File: config.mk
export PLATFORM = sky130hd
export DESIGN_NAME = fb_arbiter_flat
export DESIGN_NICKNAME = d
export VERILOG_FILES = /design/src/rtl/fb_arbiter_if.sv /design/src/rtl/fb_arbiter.sv /design/src/flat_wrapper.sv
export SDC_FILE = /design/constraint.sdc
export NUM_CORES = 1
export LEC_CHECK = 0
export CORE_AREA = 4 4 93 95
export CTS_BUF_LIST = sky130_fd_sc_hd__clkbuf_16
export DETAILED_ROUTE_END_ITERATION = 10
export DIE_AREA = 0 0 97 99
export DONT_BUFFER_PORTS = 1
export PLACE_DENSITY_LB_ADDON = 0.15
export RECOVER_POWER = 100
export SKIP_CTS_REPAIR_TIMING = 1
export SLEW_MARGIN = 20
export SYNTH_ARGS = -nofsm -noshare
export SYNTH_HDL_FRONTEND = slang
export SYNTH_SLANG_ARGS = --single-unit
File: constraint.sdc
create_clock -name clk_in -period 3.48 [get_ports clk_in]
set_clock_uncertainty 0.05 [all_clocks]
set_input_delay 0.696 -clock clk_in [delete_from_list [all_inputs] [get_ports clk_in]]
set_output_delay 0.696 -clock clk_in [all_outputs]
set_load 0.02 [all_outputs]
File: src/rtl/fb_arbiter_if.sv
// Bundle of scan, host and framebuffer-RAM signals shared by fb_arbiter and its neighbours.
// The slave modport is the arbiter's view; master is the view of the surrounding logic.
interface fb_arbiter_if #(
    parameter int DATA_WIDTH     = 48,
    parameter int PIX_ADDR_WIDTH = 11,
    parameter int BANK_WIDTH     = 4
) ();
    logic                                scan_req;
    logic [PIX_ADDR_WIDTH-1:0]           scan_addr;
    logic                                scan_gnt;
    logic                                scan_valid;
    logic [DATA_WIDTH-1:0]               scan_data;
    logic                                frame_done;
    logic                                host_valid;
    logic                                host_ready;
    logic [BANK_WIDTH-1:0]               host_bank;
    logic [PIX_ADDR_WIDTH-1:0]           host_addr;
    logic [DATA_WIDTH-1:0]               host_data;
    logic                                host_commit;
    logic                                auto_adv;
    logic                                host_err;
    logic [BANK_WIDTH-1:0]               disp_bank;
    logic [BANK_WIDTH+PIX_ADDR_WIDTH-1:0] ram_addr;
    logic                                ram_we;
    logic [DATA_WIDTH-1:0]               ram_wdata;
    logic [DATA_WIDTH-1:0]               ram_rdata;

    modport slave (
        input  scan_req, scan_addr, frame_done, host_valid, host_bank, host_addr,
               host_data, host_commit, auto_adv, ram_rdata,
        output scan_gnt, scan_valid, scan_data, host_ready, host_err, disp_bank,
               ram_addr, ram_we, ram_wdata
    );

    modport master (
        output scan_req, scan_addr, frame_done, host_valid, host_bank, host_addr,
               host_data, host_commit, auto_adv, ram_rdata,
        input  scan_gnt, scan_valid, scan_data, host_ready, host_err, disp_bank,
               ram_addr, ram_we, ram_wdata
    );
endinterface

File: src/rtl/fb_arbiter.sv
// Single-port framebuffer arbiter: scan reads have priority, host writes get a starvation slot,
// and the displayed bank only changes on frame boundaries (commit or slideshow auto-advance).
module fb_arbiter #(
    parameter int DATA_WIDTH      = 48,
    parameter int PIX_ADDR_WIDTH  = 11,
    parameter int BANK_WIDTH      = 4,
    parameter int NUM_BANKS       = 12,
    parameter int FRAMES_PER_BANK = 6,
    parameter int STARVE_MAX      = 3
) (
    input  logic         clk_in,
    input  logic         rst_n,
    fb_arbiter_if.slave  bus
);
    localparam int FC_WIDTH = (FRAMES_PER_BANK > 1) ? $clog2(FRAMES_PER_BANK) : 1;
    localparam logic [1:0]            STARVE_LIM = 2'(STARVE_MAX);
    localparam logic [FC_WIDTH-1:0]   LAST_FRAME = FC_WIDTH'(FRAMES_PER_BANK - 1);
    localparam logic [BANK_WIDTH-1:0] LAST_BANK  = BANK_WIDTH'(NUM_BANKS - 1);
    localparam logic [BANK_WIDTH-1:0] BANK_LIMIT = BANK_WIDTH'(NUM_BANKS);

    typedef enum logic [1:0] {
        GNT_IDLE,
        GNT_SCAN,
        GNT_HOST
    } grant_e;

    grant_e                grant;
    logic [1:0]            starve_q, starve_d;
    logic                  scan_valid_q, scan_valid_d;
    logic                  host_err_q, host_err_d;
    logic [BANK_WIDTH-1:0] disp_bank_q, disp_bank_d;
    logic [BANK_WIDTH-1:0] pend_bank_q, pend_bank_d;
    logic                  pend_valid_q, pend_valid_d;
    logic [FC_WIDTH-1:0]   frame_cnt_q, frame_cnt_d;
    logic                  host_bank_ok;

    assign host_bank_ok = (bus.host_bank < BANK_LIMIT);

    always_ff @(posedge clk_in or negedge rst_n) begin
        if (!rst_n) begin
            starve_q     <= '0;
            scan_valid_q <= 1'b0;
            host_err_q   <= 1'b0;
            disp_bank_q  <= '0;
            pend_bank_q  <= '0;
            pend_valid_q <= 1'b0;
            frame_cnt_q  <= '0;
        end else begin
            starve_q     <= starve_d;
            scan_valid_q <= scan_valid_d;
            host_err_q   <= host_err_d;
            disp_bank_q  <= disp_bank_d;
            pend_bank_q  <= pend_bank_d;
            pend_valid_q <= pend_valid_d;
            frame_cnt_q  <= frame_cnt_d;
        end
    end

    // Grants are gated by rst_n so nothing reaches the RAM while reset is held.
    always_comb begin
        grant = GNT_IDLE;
        if (rst_n) begin
            if (bus.scan_req && (starve_q < STARVE_LIM)) begin
                grant = GNT_SCAN;
            end else if (bus.host_valid) begin
                grant = GNT_HOST;
            end
        end
    end

    always_comb begin
        bus.scan_gnt   = (grant == GNT_SCAN);
        bus.host_ready = (grant == GNT_HOST);
        bus.ram_we     = (grant == GNT_HOST) && host_bank_ok;
        bus.ram_addr   = {disp_bank_q, bus.scan_addr};
        if (grant == GNT_HOST) begin
            bus.ram_addr = {bus.host_bank, bus.host_addr};
        end
        bus.ram_wdata  = bus.host_data;
        bus.scan_valid = scan_valid_q;
        bus.scan_data  = scan_valid_q ? bus.ram_rdata : '0;
        bus.disp_bank  = disp_bank_q;
        bus.host_err   = host_err_q;
    end

    always_comb begin
        starve_d     = starve_q;
        scan_valid_d = (grant == GNT_SCAN);
        host_err_d   = ((grant == GNT_HOST) || bus.host_commit) && !host_bank_ok;
        if (!bus.host_valid || (grant == GNT_HOST)) begin
            starve_d = '0;
        end else if (bus.scan_req && (starve_q < STARVE_LIM)) begin
            starve_d = starve_q + 2'd1;
        end
    end

    // Frame-boundary bank scheduling: same-cycle commit, then pending commit, then slideshow.
    always_comb begin
        disp_bank_d  = disp_bank_q;
        pend_bank_d  = pend_bank_q;
        pend_valid_d = pend_valid_q;
        frame_cnt_d  = frame_cnt_q;
        if (bus.frame_done) begin
            if (bus.host_commit && host_bank_ok) begin
                disp_bank_d  = bus.host_bank;
                pend_valid_d = 1'b0;
                frame_cnt_d  = '0;
            end else if (pend_valid_q) begin
                disp_bank_d  = pend_bank_q;
                pend_valid_d = 1'b0;
                frame_cnt_d  = '0;
            end else if (bus.auto_adv) begin
                if (frame_cnt_q == LAST_FRAME) begin
                    frame_cnt_d = '0;
                    disp_bank_d = (disp_bank_q == LAST_BANK) ? '0 : disp_bank_q + 1'b1;
                end else begin
                    frame_cnt_d = frame_cnt_q + 1'b1;
                end
            end
        end else if (bus.host_commit && host_bank_ok) begin
            pend_bank_d  = bus.host_bank;
            pend_valid_d = 1'b1;
        end
    end
endmodule

File: src/flat_wrapper.sv
// flat-port wrapper written by rule: the top's interface ports become plain ports
module fb_arbiter_flat 
#(
    parameter int DATA_WIDTH      = 48,
    parameter int PIX_ADDR_WIDTH  = 11,
    parameter int BANK_WIDTH      = 4,
    parameter int NUM_BANKS       = 12,
    parameter int FRAMES_PER_BANK = 6,
    parameter int STARVE_MAX      = 3
)
  (clk_in, rst_n, bus_scan_req, bus_scan_addr, bus_frame_done, bus_host_valid, bus_host_bank, bus_host_addr, bus_host_data, bus_host_commit, bus_auto_adv, bus_ram_rdata, bus_scan_gnt, bus_scan_valid, bus_scan_data, bus_host_ready, bus_host_err, bus_disp_bank, bus_ram_addr, bus_ram_we, bus_ram_wdata);
  fb_arbiter_if #(.DATA_WIDTH(DATA_WIDTH), .PIX_ADDR_WIDTH(PIX_ADDR_WIDTH), .BANK_WIDTH(BANK_WIDTH)) bus_i ();
  input  logic clk_in;
  input  logic rst_n;
  input wire logic [$bits(bus_i.scan_req)-1:0] bus_scan_req;
  input wire logic [$bits(bus_i.scan_addr)-1:0] bus_scan_addr;
  input wire logic [$bits(bus_i.frame_done)-1:0] bus_frame_done;
  input wire logic [$bits(bus_i.host_valid)-1:0] bus_host_valid;
  input wire logic [$bits(bus_i.host_bank)-1:0] bus_host_bank;
  input wire logic [$bits(bus_i.host_addr)-1:0] bus_host_addr;
  input wire logic [$bits(bus_i.host_data)-1:0] bus_host_data;
  input wire logic [$bits(bus_i.host_commit)-1:0] bus_host_commit;
  input wire logic [$bits(bus_i.auto_adv)-1:0] bus_auto_adv;
  input wire logic [$bits(bus_i.ram_rdata)-1:0] bus_ram_rdata;
  output wire logic [$bits(bus_i.scan_gnt)-1:0] bus_scan_gnt;
  output wire logic [$bits(bus_i.scan_valid)-1:0] bus_scan_valid;
  output wire logic [$bits(bus_i.scan_data)-1:0] bus_scan_data;
  output wire logic [$bits(bus_i.host_ready)-1:0] bus_host_ready;
  output wire logic [$bits(bus_i.host_err)-1:0] bus_host_err;
  output wire logic [$bits(bus_i.disp_bank)-1:0] bus_disp_bank;
  output wire logic [$bits(bus_i.ram_addr)-1:0] bus_ram_addr;
  output wire logic [$bits(bus_i.ram_we)-1:0] bus_ram_we;
  output wire logic [$bits(bus_i.ram_wdata)-1:0] bus_ram_wdata;
  assign bus_i.scan_req = bus_scan_req;
  assign bus_i.scan_addr = bus_scan_addr;
  assign bus_i.frame_done = bus_frame_done;
  assign bus_i.host_valid = bus_host_valid;
  assign bus_i.host_bank = bus_host_bank;
  assign bus_i.host_addr = bus_host_addr;
  assign bus_i.host_data = bus_host_data;
  assign bus_i.host_commit = bus_host_commit;
  assign bus_i.auto_adv = bus_auto_adv;
  assign bus_i.ram_rdata = bus_ram_rdata;
  assign bus_scan_gnt = bus_i.scan_gnt;
  assign bus_scan_valid = bus_i.scan_valid;
  assign bus_scan_data = bus_i.scan_data;
  assign bus_host_ready = bus_i.host_ready;
  assign bus_host_err = bus_i.host_err;
  assign bus_disp_bank = bus_i.disp_bank;
  assign bus_ram_addr = bus_i.ram_addr;
  assign bus_ram_we = bus_i.ram_we;
  assign bus_ram_wdata = bus_i.ram_wdata;
  fb_arbiter #(.DATA_WIDTH(DATA_WIDTH), .PIX_ADDR_WIDTH(PIX_ADDR_WIDTH), .BANK_WIDTH(BANK_WIDTH), .NUM_BANKS(NUM_BANKS), .FRAMES_PER_BANK(FRAMES_PER_BANK), .STARVE_MAX(STARVE_MAX)) u_core (.clk_in(clk_in), .rst_n(rst_n), .bus(bus_i));
endmodule
==> metrics.csv, run 1 <==
stage;metric;value;unit
status;status;finished, final reports clean;
routing;# DRC;0;
power_and_ir_drop;leakage power;0.586;nW
worst_setup_path;r2r setup slk;1.54;ns
routing;DR vias;1256;
cts;CTS tree;built;
grt;Total GRT Usage;12.3;%
worst_setup_path;family with the most delay on the worst path;simple AND/OR/NAND/NOR gates;
worst_setup_path;Reg-to-Reg Start;u_core.frame_cnt_q[0]$_DFFE_PN0P_;
worst_setup_path;Worst path slowest cell;and3_1;
final_layout;filler instances;878;
place;Post-Place Cell Area;1480;um^2
worst_setup_path;crit path DAT;2.11;ns
cts;# H-tree levels;1;
cts;total CTS buffers;3;
timing;Final Worst Setup Slack;0.622;ns
worst_setup_path;CP startpoint;u_core.starve_q[0]$_DFFE_PN0P_;
timing;highest clock rate;350;MHz
min_path;HP Class;primary input to asynchronous set/reset pin;
worst_setup_path;CP required;2.73;ns
routing;DRT antenna net count;0;
cts;clock-pin slew on the worst setup and hold paths;0.05;ns
timing;RSZ-0062 raised after global routing;false;
worst_setup_path;CP cell instances;ha_1 > nand2b_1 > and3_1 > mux2_1;
cts;Clk Latency, worst-skew pair;0.24;ns
floorplanning;Die H;99;um
timing;max-slew violations;0;
cts;Root Buffer;clkbuf_16;
floorplanning;std cell rows;32;
routing;WL per Instance;24.4;um
grt;grt total ovfl;0;
synth;sequential area share after synthesis;22.9;%
final_layout;Area Growth Syn to Fin;-12.7;%
flow_run;number of max-cap violations;0;
timing;Setup violations, final;0;
worst_setup_path;critical path launch point type;flip-flop;
floorplanning;# IOs;249;
grt;antenna violations before repair;4;
final_layout;final net count;294;
synth;number of synthesized register bits;16;
worst_setup_path;maximum fanout along the worst path;18;
timing;worst rel slew slack;21.3;%
floorplanning;DIE AREA;9600;um^2
grt;first-pass GRT wire length;8900;um
final_layout;ratio of cells with drive above 1 in the final layout;4.32;%
final_layout;Design Area, Final;1530;um^2
timing;hold slack;0.0945;ns
timing;minimum clock period;2.86;ns
timing;Hold Vio Cnt, Final;0;
synth;Distinct cells, synth;30;
cts;Sink Count;16;
worst_setup_path;CP peak stage delay;0.68;ns
floorplanning;core area;7730;um^2
grt;largest net degree at the start of global routing;46;
place;PortBufs;0;
routing;DR iter-0 viols;22;
synth;synth warn;0;
grt;vias in the first global route;1324;
floorplanning;Initial Utilization;22.6;%
floorplanning;die width;97;um
routing;drt total wl;6500;um
place;GP Congestion;0.751;
synth;syn nets;343;
synth;synthesized area per cell;8.24;um^2
place;dpl ws;0.834;ns
power_and_ir_drop;Worst VDD drop;0.131;mV
worst_setup_path;critical path type;flip-flop to output port;
timing;Worst Max-Slew Pin Slew;1.17;ns
synth;Post-Syn Instances;212;
synth;Synth Cell Area;1750;um^2
cts;Bufs on Longest Clock Path;2;
worst_setup_path;element type at the critical path end;output port;
routing;Via density;4.72;
timing;setup tns final;0;ns
worst_setup_path;Buf/Inv on CP;0;
place;DP Wirelength;5540;um
power_and_ir_drop;power per cell area;446;nW/um^2
timing;Period Utilization, post-route;82.1;%
routing;DR pass1 iterations;4;
==> flip-flops by register name, summed over array words and instances (netlist names) <==
| signal | count |
|---|---|
| u_core.pend_bank_q | 4 |
| u_core.frame_cnt_q | 3 |
| u_core.starve_q | 2 |
| u_core.bus.scan_valid | 1 |
| u_core.pend_valid_q | 1 |
| u_core.bus.disp_bank | 4 |
| u_core.bus.host_err | 1 |
==> area by class of cell <==
class                      instances  area, um^2  share of cell area [%]
timing repair buffer               2        8.76                   0.574
clock buffer                       3        75.1                    4.92
multi-input combinational        136         891                    58.4
clock inverter                     1        3.75                   0.246
antenna                            2        5.00                   0.328
tap                              102         128                    8.36
sequential                        16         400                    26.2
inverter                           4        15.0                   0.984
==> layer usage <==
| metal | part of all wire (%) | wire length, um | global-route usage, % | vias to the layer above |
|---|---|---|---|---|
| met5 | 0.20 | 13 | 0 | - |
| met4 | 1.8 | 120 | 3.67 | 2 |
| met3 | 18 | 1190 | 10.1 | 24 |
| met2 | 46 | 2970 | 19.1 | 130 |
| met1 | 34 | 2210 | 12.6 | 556 |
| li1 | - | - | - | 544 |
==> logic make-up (layout without fill, tap and decap cells) <==
family / Yosys count / in the layout / synth area share (%)
flip-flops: 16 / 16 / 22.9
multiplexers: 19 / 19 / 12.1
buffers and inverters: 60 / 10 / 24.3
AND/OR/NAND/NOR: 94 / 94 / 30.1
other: 0 / 2 / 0
AO/OA/AOI/OAI: 21 / 21 / 9.16
adder cells (fa/ha/maj): 2 / 2 / 1.43
==> final timing paths <==
kind | to | cells past startpoint
worst max-delay path | bus_ram_addr[1] | 4
worst min-delay path | u_core.bus.disp_bank[1]$_DFFE_PN0P_ | 0
worst max register to register | u_core.bus.disp_bank[3]$_DFFE_PN0P_ | 4
worst min register to register | u_core.frame_cnt_q[1]$_DFFE_PN0P_ | 1
max in group asynchronous | u_core.pend_bank_q[2]$_DFFE_PN0P_ | 0
min in group clk_in | u_core.frame_cnt_q[1]$_DFFE_PN0P_ | 1
==> synth_stat cells <==
cell,n,area share [%]
a32o_1,1,0.57
a21boi_4,1,1.1
o41ai_1,1,0.50
ha_1,2,1.4
nand2b_1,3,1.1
mux2_2,17,11
buf_6,2,1.3
mux2i_1,2,1.1
nand3_1,2,0.57
and4b_1,1,0.57
nor4b_1,1,0.50
o31ai_1,3,1.3
clkbuf_1,5,1.1
dfrtp_1,16,23
nor2b_1,1,0.36
buf_4,49,21
nor2_1,17,3.7
inv_1,4,0.86
and3_1,1,0.36
and2_1,51,18
nand4b_1,1,0.50
nand2b_4,1,0.79
o32ai_1,1,0.50
o2bb2ai_1,1,0.50
o31ai_4,1,1.2
a21oi_1,4,1.1
or2b_2,1,0.50
o21ai_0,7,2.0
a31oi_1,1,0.36
nand2_1,14,3.0
==> report_power, final <==
group          switching (mW)  leakage [nW]  total, mW  internal, mW
Clock                  0.0681        0.0385      0.220         0.152
Combinational           0.127         0.345      0.191        0.0641
Sequential             0.0572         0.203      0.270         0.212
==> worst reg2reg max path: stages (launching register included) <==
cell,delay [ns]
dfrtp_1,0.40
and4b_1,0.23
o31ai_1,0.80
mux2i_1,0.27
a21oi_1,0.06
==> placed cells by master (no fill, tap or decap), types with 2 or more instances in the layout <==
| master | netlist | routed |
|---|---|---|
| mux2_2 | 17 | 2 |
| and2_0 | 0 | 48 |
| a21oi_1 | 4 | 4 |
| mux2i_1 | 2 | 2 |
| dfrtp_1 | 16 | 16 |
| o21ai_0 | 7 | 7 |
| nand2_1 | 14 | 14 |
| mux2_1 | 0 | 15 |
| and2_1 | 51 | 3 |
| nand3_1 | 2 | 2 |
| ha_1 | 2 | 2 |
| inv_1 | 4 | 4 |
| clkbuf_16 | 0 | 3 |
| o31ai_1 | 3 | 4 |
| diode_2 | 0 | 2 |
| nor2_1 | 17 | 17 |
| nand2b_1 | 3 | 4 |
==> metrics by stage <==
stage	instances	power, mW	utilization, %
floorplan	212	0.523	-
global placement	260	0.482	19.2
detailed placement	260	0.481	19.2
CTS	264	0.709	20.2
global route	266	0.725	19.8
finish	266	0.681	19.8
(Power assumes the default switching activity.)
==> run 2, diff against run 1 <==
==> constraint.sdc (replaced) <==
create_clock -name clk_in -period 2.48 [get_ports clk_in]
set_clock_uncertainty 0.05 [all_clocks]
set_input_delay 0.496 -clock clk_in [delete_from_list [all_inputs] [get_ports clk_in]]
set_output_delay 0.496 -clock clk_in [all_outputs]
set_load 0.02 [all_outputs]
==> metrics.csv, run 2 (synthesis results as in run 1) <==
stage;metric;value;unit;change
worst_setup_path;CP required;1.93;ns;-0.80 ns
cts;total CTS buffers;3;;unchanged
cts;Sink Count;16;;unchanged
timing;max-slew violations;0;;unchanged
timing;minimum clock period;2.38;ns;
grt;Total GRT Usage;12.2;%;-0.11 points
cts;CTS tree;built;;
worst_setup_path;critical path launch point type;flip-flop;;
routing;drt total wl;6460;um;-0.49%
cts;Root Buffer;clkbuf_16;;
final_layout;Area Growth Syn to Fin;-10.0;%;
timing;setup tns final;0;ns;unchanged
final_layout;area of the multi-input gates;923;um^2;+3.7%
routing;DR vias;1249;;-0.56%
flow_run;number of max-cap violations;0;;unchanged
floorplanning;DIE AREA;9600;um^2;unchanged
timing;Hold Vio Cnt, Final;0;;unchanged
grt;first-pass GRT wire length;8850;um;-0.63%
timing;RSZ-0062 raised after global routing;false;;
final_layout;ratio of cells with drive above 1 in the final layout;8.59;%;+4.3 points
worst_setup_path;worst r2r path cells;4;;unchanged
timing;hold slack;0.258;ns;+0.163 ns
floorplanning;std cell rows;32;;unchanged
floorplanning;Die H;99;um;unchanged
floorplanning;core area;7730;um^2;unchanged
floorplanning;Initial Utilization;22.6;%;unchanged
place;dpl cells;260;;unchanged
grt;antenna violations before repair;2;;-2
routing;WL per Instance;24.2;um;-0.87%
final_layout;most frequent cells in the layout;46 x and2_0, 17 x nor2_1, 16 x dfrtp_1;;
min_path;HP Start;bus_frame_done;;
grt;vias in the first global route;1293;;-2.3%
final_layout;FF/Latch Area;400;um^2;unchanged
power_and_ir_drop;power per cell area;624;nW/um^2;+40%
final_layout;post-route insts no fill;267;;+0.38%
worst_setup_path;maximum fanout along the worst path;18;;unchanged
timing;Setup violations, final;0;;unchanged
timing;Period Utilization, post-route;95.8;%;
routing;DR iter-0 viols;15;;-32%
routing;Via density;4.68;;-0.93%
cts;Clk Latency, worst-skew pair;0.25;ns;about the same
place;DP Wirelength;5430;um;-2.1%
final_layout;most common cell after layout, fill and taps aside;and2_0;;
cts;# H-tree levels;1;;unchanged
timing;worst rel slew slack;44.5;%;+23 points
routing;DR pass1 iterations;4;;unchanged
grt;largest net degree at the start of global routing;50;;+8.7%
min_path;WHS Endpoint;u_core.pend_valid_q$_DFFE_PN0P_;;
worst_setup_path;worst reg2reg path endpoint;u_core.bus.disp_bank[2]$_DFFE_PN0P_;;
routing;# DRC;0;;unchanged
status;status;finished, final reports clean;;
min_path;Worst Hold Path Cells;1;;
worst_setup_path;crit path DAT;1.83;ns;-0.28 ns
final_layout;filler instances;852;;-3.0%
power_and_ir_drop;leakage power;0.603;nW;+2.9%
cts;Bufs on Longest Clock Path;2;;unchanged
min_path;HP Class;primary input to flip-flop;;
timing;highest clock rate;421;MHz;
floorplanning;die width;97;um;unchanged
grt;grt total ovfl;0;;unchanged
worst_setup_path;critical path type;flip-flop to output port;;
worst_setup_path;r2r setup slk;0.95;ns;-0.59 ns
worst_setup_path;element type at the critical path end;output port;;
cts;clock-pin slew on the worst setup and hold paths;0.05;ns;about the same
floorplanning;# IOs;249;;unchanged
final_layout;final net count;295;;+0.34%
routing;DRT antenna net count;0;;unchanged
place;GP Congestion;0.749;;-0.25%
place;PortBufs;0;;unchanged
power_and_ir_drop;Worst VDD drop;0.236;mV;+80%
timing;Worst Max-Slew Pin Slew;0.833;ns;-0.337 ns
worst_setup_path;Reg-to-Reg Start;u_core.bus.disp_bank[0]$_DFFE_PN0P_;;
run 2: final cells by class:
cell class / instances / area share, %
antenna: 2 / 0.318
inverter: 4 / 0.955
clock buffer: 3 / 4.77
clock inverter: 1 / 0.239
sequential: 16 / 25.5
tap: 102 / 8.11
multi-input combinational: 136 / 58.7
timing repair buffer: 3 / 1.43
run 2: through the flow:
step | util [%] | total power [mW] | worst slack [ns] | area [um^2]
global route | 20.3 | 1.05 | 0.0414 | 1570
finish | 20.4 | 0.982 | 0.104 | 1570
detailed placement | 19.2 | 0.675 | 0.434 | 1480
global placement | 19.2 | 0.678 | 0.447 | 1480
floorplan | - | 0.734 | 0.429 | 1750
CTS | 20.2 | 0.998 | 0.161 | 1560
run 2: power by group:
part / internal, mW / switching, mW
sequential: 0.298 / 0.0785
combinational: 0.0980 / 0.188
clock: 0.214 / 0.105
run 2: worst max path at each step:
stage | startpoint | end | slack, ns | depth (start not counted)
2_1_floorplan | u_core.starve_q[0]$_DFFE_PN0P_ | bus_ram_addr[10] | 0.43 | 6
3_3_place_gp | u_core.starve_q[0]$_DFFE_PN0P_ | bus_ram_addr[11] | 0.45 | 5
3_5_place_dp | u_core.starve_q[0]$_DFFE_PN0P_ | bus_ram_addr[11] | 0.43 | 5
4_1_cts | u_core.starve_q[0]$_DFFE_PN0P_ | bus_ram_addr[11] | 0.16 | 5
5_1_grt | u_core.starve_q[0]$_DFFE_PN0P_ | bus_ram_addr[10] | 0.04 | 5
6_report | u_core.starve_q[0]$_DFFE_PN0P_ | bus_ram_addr[12] | 0.10 | 5
run 2: critical path, cell delays in order, from the launching register on:
cell      delay (ns)
dfrtp_1         0.39
ha_1            0.20
nand2b_4        0.16
and3_1          0.18
buf_4           0.21
mux2_1          0.43
run 2: layer usage:
| metal | vias to the layer above | global-route usage, % | part of all wire [%] |
|---|---|---|---|
| li1 | 548 | - | - |
| met1 | 546 | 12.3 | 33 |
| met2 | 130 | 18.2 | 44 |
| met3 | 25 | 10.8 | 20 |
| met4 | 0 | 4.32 | 2.3 |
| met5 | - | 0 | 0 |
